### src/rtl/seq_mul_pkg.sv
// Shared constants and helpers for the shift-and-add multiplier.
// Imported by the interface, the adder and the top level.
package seq_mul_pkg;

   localparam int DEFAULT_OPERAND_SIZE = 4;

   // The down-counter must hold the value N itself, hence N+1 states.
   function automatic int cnt_width(input int n);
      return $clog2(n + 1);
   endfunction

endpackage

### src/rtl/sequential_multiplier_if.sv
// Operand/start/result bundle for sequential_multiplier.
// The master drives the start pulse and operands; the slave returns the product.
interface sequential_multiplier_if
   import seq_mul_pkg::*;
#(
   parameter int N = DEFAULT_OPERAND_SIZE
);

   // Start protocol: sreset high at a rising edge latches A/B and restarts the
   // run. No ready/ack exists. The result is valid N edges after the last edge
   // with sreset high, and it is held until the next start.
   logic           sreset;
   logic [N-1:0]   A;
   logic [N-1:0]   B;
   logic [2*N:0]   Product;

   modport master (
      output sreset,
      output A,
      output B,
      input  Product
   );

   modport slave (
      input  sreset,
      input  A,
      input  B,
      output Product
   );

endinterface

### src/rtl/seq_mul_adder.sv
// N-bit unsigned adder with carry-out.
// Provides the ACC + M step of each multiplier iteration.
module seq_mul_adder
   import seq_mul_pkg::*;
#(
   parameter int N = DEFAULT_OPERAND_SIZE
) (
   input  logic [N-1:0] a,
   input  logic [N-1:0] b,
   output logic [N-1:0] sum,
   output logic         carry
);

   assign {carry, sum} = {1'b0, a} + {1'b0, b};

endmodule

### src/rtl/sequential_multiplier.sv
// Unsigned shift-and-add multiplier, one multiplier bit per clock.
// A start latches A/B; the product is ready N edges later and then held.
module sequential_multiplier
   import seq_mul_pkg::*;
#(
   parameter int OPERAND_SIZE = DEFAULT_OPERAND_SIZE
) (
   input  logic                  clk,
   input  logic                  areset,
   sequential_multiplier_if.slave bus
);

   localparam int N  = OPERAND_SIZE;
   localparam int CW = cnt_width(N);

   logic [N-1:0]  m;
   logic [N-1:0]  acc;
   logic [N-1:0]  q;
   logic          c;
   logic [CW-1:0] cnt;

   logic [N-1:0]  sum;
   logic          carry;
   logic [N-1:0]  acc_add;
   logic          c_add;

   seq_mul_adder #(
      .N (N)
   ) u_adder (
      .a     (acc),
      .b     (m),
      .sum   (sum),
      .carry (carry)
   );

   // Conditional add selected by the current multiplier LSB.
   always_comb begin
      acc_add = acc;
      c_add   = 1'b0;
      if (q[0]) begin
         acc_add = sum;
         c_add   = carry;
      end
   end

   // cnt == 0 is both idle and done: the register simply stops moving.
   always_ff @(posedge clk or negedge areset) begin
      if (!areset) begin
         m   <= '0;
         acc <= '0;
         q   <= '0;
         c   <= 1'b0;
         cnt <= '0;
      end else if (bus.sreset) begin
         m   <= bus.A;
         q   <= bus.B;
         acc <= '0;
         c   <= 1'b0;
         cnt <= CW'(N);
      end else if (cnt != '0) begin
         c   <= 1'b0;
         acc <= {c_add, acc_add[N-1:1]};
         q   <= {acc_add[0], q[N-1:1]};
         cnt <= cnt - CW'(1);
      end
   end

   assign bus.Product = {c, acc, q};

endmodule

### src/flat_wrapper.sv
// flat-port wrapper written by rule: the top's interface ports become plain ports
module sequential_multiplier_flat import seq_mul_pkg::*;
#(
   parameter int OPERAND_SIZE = DEFAULT_OPERAND_SIZE
)
  (clk, areset, bus_sreset, bus_A, bus_B, bus_Product);
  sequential_multiplier_if #(.N((4))) bus_i ();
  input  logic clk;
  input  logic areset;
  input wire logic [$bits(bus_i.sreset)-1:0] bus_sreset;
  input wire logic [$bits(bus_i.A)-1:0] bus_A;
  input wire logic [$bits(bus_i.B)-1:0] bus_B;
  output wire logic [$bits(bus_i.Product)-1:0] bus_Product;
  assign bus_i.sreset = bus_sreset;
  assign bus_i.A = bus_A;
  assign bus_i.B = bus_B;
  assign bus_Product = bus_i.Product;
  sequential_multiplier #(.OPERAND_SIZE(OPERAND_SIZE)) u_core (.clk(clk), .areset(areset), .bus(bus_i));
endmodule
### config.mk
export PLATFORM = sky130hd
export DESIGN_NAME = sequential_multiplier_flat
export DESIGN_NICKNAME = d
export VERILOG_FILES = /design/src/rtl/seq_mul_pkg.sv /design/src/rtl/sequential_multiplier_if.sv /design/src/rtl/seq_mul_adder.sv /design/src/rtl/sequential_multiplier.sv /design/src/flat_wrapper.sv
export SDC_FILE = /design/constraint.sdc
export NUM_CORES = 1
export LEC_CHECK = 0
export BUFFER_PORTS_ARGS = -buffer_cell sky130_fd_sc_hd__buf_2
export CAP_MARGIN = 20
export CORE_MARGIN = 2
export CORE_UTILIZATION = 51
export DETAILED_ROUTE_END_ITERATION = 16
export GPL_TIMING_DRIVEN = 0
export PLACE_DENSITY = 0.79
export SYNTH_ARGS = -nofsm -noshare
export SYNTH_HDL_FRONTEND = slang
export SYNTH_SLANG_ARGS = --single-unit
export TNS_END_PERCENT = 10
### constraint.sdc
create_clock -name clk -period 2.2 [get_ports clk]
set_clock_uncertainty 0.1 [all_clocks]
set_input_delay 0.44 -clock clk [delete_from_list [all_inputs] [get_ports clk]]
set_output_delay 0.44 -clock clk [all_outputs]
set_load 0.1 [all_outputs]
## Word level (Yosys, flattened, before mapping)

Index checks and enable logic that the tools add are counted.

- Register bits after elaboration: 16
- Bits of input ports: 11
- Output and inout bits: 9
- Word-level logic and storage cells: 19

- Add/subtract/negate cells: 2
- Mux-type cells: 10
- Reduce and logical (&&, ||, !) cells: 2

Operators by type and width:

| cell | count |
|---|---|
| $mux 4 | 5 |
| $mux 3 | 2 |
| $add 4x4->5 | 1 |
| $mux 1 | 3 |
| $reduce_bool 3->1 | 1 |
| $sub 3x1->3 const B | 1 |
| $reduce_bool 2->1 | 1 |

## Depth between registers and ports, before layout

- Word-level depth: 4
- Gate-level depth with buffers: 7
- Mapped depth without buffers: 7

## Modules after synthesis

Synthesis repeated with hierarchy kept, for this count alone.

- Cells, all modules: 81
- Area total of the unflattened synthesis: 862.1 sq um

By module, submodules not included:

| module | times used | cells each | area each (sq um) | sequential area each (sq um) |
|---|---|---|---|---|
| sequential_multiplier | 1 | 65 | 725.7 | 375.4 |
| seq_mul_adder | 1 | 16 | 136.4 | 0.0 |

## Worst setup path before layout

OpenSTA, ideal clock, no wires.

- Path kind: register -> register
- From: reg u_core.acc[0]
- To: reg u_core.acc[1]
- Library setup time: 0.094 ns
- Arrival: 2.194 ns
- Required time: 2.006 ns
- Setup slack: -0.188 ns
- Stages on the path, launching flop included: 8
- Path buffers: 0
- Period minus slack after synthesis: 2.388 ns
- Cell sequence: dfrtp_1 -> ha_1 -> inv_1 -> fa_1 -> and2b_1 -> nor3_1 -> a21oi_1 -> a211oi_1

- Longest elaborated chain between the ends: 4

Ends and longest elaborated chain:

| what | line | text |
|---|---|---|
| start, declared | sequential_multiplier.sv:17 | `logic [N-1:0] acc;` |
| start signal, assigned | sequential_multiplier.sv:62 | `acc <= {c_add, acc_add[N-1:1]};` |
| $add 4x4->5 | seq_mul_adder.sv:14 | `assign {carry, sum} = {1'b0, a} + {1'b0, b};` |
| $mux 4 | sequential_multiplier.sv:40 | `if (q[0]) begin` |
| $mux 4 | sequential_multiplier.sv:60 | `end else if (cnt != '0) begin` |
| $mux 4 | sequential_multiplier.sv:54 | `end else if (bus.sreset) begin` |

No other way between the ends. The select of a mux whose other input is x is not followed.
A chain may end at the register's enable or synchronous reset.

## Worst setup path in the final report

Ends and elaborated chain as after synthesis.

==> impl_metrics.toml <==
[synth]
synth-seq-area-share_pct = 44.4
synth_edf_count = 0
synth_top_family_by_area = "compound AO/OA/AOI/OAI gates"
synthSimpleGateAreaFrac_pct = 11.6
synthMuxAreaShare_pct = 8.74
synth_cells = 85
mappedNetlistArea_sq_um = 845
synth_xor_area_share_pct = 1.04
synth_compound_area_share_pct = 15.3
ys_seq_elements = 15
yosysUniqueCellTypes = 29
synthesis.nets = 103
synth-adder-area-share_pct = 11.3
yosys_warnings = 0
yosys_most_used_dff = "dfrtp_1"
synth-async-reset-ratio_pct = 100
avgSynthCellArea_sq_um = 9.94

[power_and_ir_drop]
power.leakage_uw = 0.000484
ir_drop_v = 0.000777
powerDensity_nw_per_um2 = 1210

[worst_hold_path]
hold_class = "in2reg"

[setup_path]
crit_path_end_kind = "register"
r2r-start = "u_core.acc[0]"
cpMaxStageDelayCell = "dfrtp_2"
crit_path_start_kind = "register"
path_delay_family = "adder cells"
worstRegToRegCells = 7
arrival_ns = 1.87
crit_path_end = "u_core.acc[1]"
timing.critical_path.buf_inv = 1
cp.required_ns = 2.29
slowest_delay_ns = 0.40
rr_endpoint = "u_core.acc[1]"
worst-setup-path-type = "reg2reg"
path_max_fanout = 4
startpoint = "u_core.acc[0]"
reg2reg_slack_ns = 0.43
crit_chain = "ha_1 -> inv_1 -> fa_1 -> and2b_1 -> nor3_1 -> a21oi_1 -> a211oi_1"
cp_num_cells = 7

[routing]
first_iter_violations = 7
totalWireLength_um = 1660
antenna_left = 0
drc = 0
via_per_inst = 5.49
post_drt_wl_per_cell_um = 13.5
dr.pass1.iters = 3
vias = 675

[floorplan]
initial_core_util_pct = 55.4
io_pins = 20
die_h_um = 44.7
die_w_um = 44.7
core-area_sq_um = 1520
std_cell_rows = 14
dieArea_sq_um = 2000

[sta]
final-hold-violation-count = 0
whs_ns = 0.258
slew_violations = 0
setup_viol_count_final = 0
finalCriticalPeriod_ns = 1.77
max_freq_mhz = 564
worst_slack_ns = 0.427
tns_ns = 0
post-route-period-util_pct = 80.6
rsz0062_at_grt = "false"

[flow_run]
drv_cap = 0

[final_layout]
layout_commonest_cell = "buf_2"
mostFrequentLayoutCells = "18 x buf_2, 13 x dfrtp_1, 9 x a21oi_1"
drive_gt1_share_pct = 29.0
diodes = 0
syn2layout_area_growth_pct = 17.0
fillers = 135
instances_no_fill = 123
final_cell_area_sq_um = 988
multi_input_area_sq_um = 408
nNetsFinal = 126
regArea_sq_um = 378

[clocking]
h-tree-depth = 1
cts-root-buf = "clkbuf_4"
insertion_delay_ns = 0.28
numCtsBuffers = 3
cts_setup_buffers = 0
cts_buffer_depth = 2
cts_num_sinks = 15
cts_tree = "built"
clkTransAtPathRegs_ns = 0.09

[place]
numPortBuffers = 17
dp.cells = 118
hpwlAfterDp_um = 1210
place_ws_ns = 0.460
place_area_sq_um = 952
gp_congestion = 0.742

[status]
outcome = "finished, final reports clean"

[global_route]
antenna_found_initial = 0
grt_max_degree = 16
grt_use_total_pct = 21.1
grt_pass1_vias = 686
grt_pass1_wl_um = 3040
overflow = 0
==> registers in the layout, indices dropped and copies added (netlist names) <==
signal      cells
u_core.acc      4
u_core.cnt      3
u_core.q        4
u_core.m        4
==> through the flow <==
stage / total power (uW) / utilization (%)
6_report: 1200 / 64.9
5_1_grt: 1280 / 64.9
3_5_place_dp: 1040 / 62.5
4_1_cts: 1200 / 64.9
3_3_place_gp: 1020 / 62.5
2_1_floorplan: 921 / -
==> cell type report <==
cell class / instances / share of cell area (%)
clock buffers: 4 / 2.66
flip-flops and latches: 15 / 38.2
well taps: 16 / 2.03
plain buffers: 5 / 3.54
inverters: 7 / 2.66
repair buffers: 18 / 9.62
multi-input cells: 58 / 41.3
==> worst min-delay path: cells and delay by family <==
family                 cells  cell delay (ns)
buffers and inverters      1             0.07
and+or+nand+nor            1             0.04
AOI/OAI and AO/OA          1             0.06
==> worst min path at each step <==
stage	from	end	slack, ns	cells past startpoint
2_1_floorplan	areset	u_core.acc[0]	0.04	0
3_5_place_dp	areset	u_core.cnt[0]	0.26	1
3_3_place_gp	areset	u_core.cnt[0]	0.26	1
5_1_grt	bus_A[1]	u_core.m[1]	0.28	3
4_1_cts	bus_B[0]	u_core.q[0]	0.26	3
6_report	bus_B[0]	u_core.q[0]	0.26	3
==> what timing repair did <==
action	4_1_cts	5_1_grt
hold buffers	1	0
endpoints found under the setup margin	0	0
resized for setup	0	0
hold endpoints to repair	15	0
==> report_power, final <==
part           switching [uW]  total, uW  leakage (uW)  internal [uW]
clock                    88.6        159     0.0000150           70.5
sequential               52.3        394      0.000183            342
combinational             462        647      0.000286            185
==> cell families (layout without fill, tap and decap cells) <==
kind of cell,Yosys count,count (layout)
XOR/XNOR,1,1
flip-flops,15,15
AND/OR/NAND/NOR,21,21
AO/OA/AOI/OAI,21,21
buffers and inverters,12,34
other,1,1
adder cells (fa/ha/maj),7,7
multiplexers,7,7
==> routing by layer <==
| layer | up-vias | share of wire (%) | track usage [%] |
|---|---|---|---|
| met5 | - | 0 | 0 |
| met4 | 0 | 1.7 | 9.09 |
| met3 | 5 | 3.4 | 2.40 |
| met2 | 15 | 48 | 35.7 |
| met1 | 325 | 47 | 27.3 |
| li1 | 330 | - | - |
==> synthesized netlist by cell type (2+ instances only) <==
cell	number	area, sq um
a211oi_1	2	15.0
a21oi_1	9	45.0
and3_1	2	12.5
buf_4	2	15.0
dfrtp_1	15	375
ha_1	6	75.1
inv_1	6	22.5
mux2_2	3	33.8
mux2i_1	4	40.0
nand2_1	8	30.0
nor2_1	5	18.8
nor2b_1	2	12.5
o21ai_0	5	25.0
Note: power is estimated with default switching activity, not from simulation.
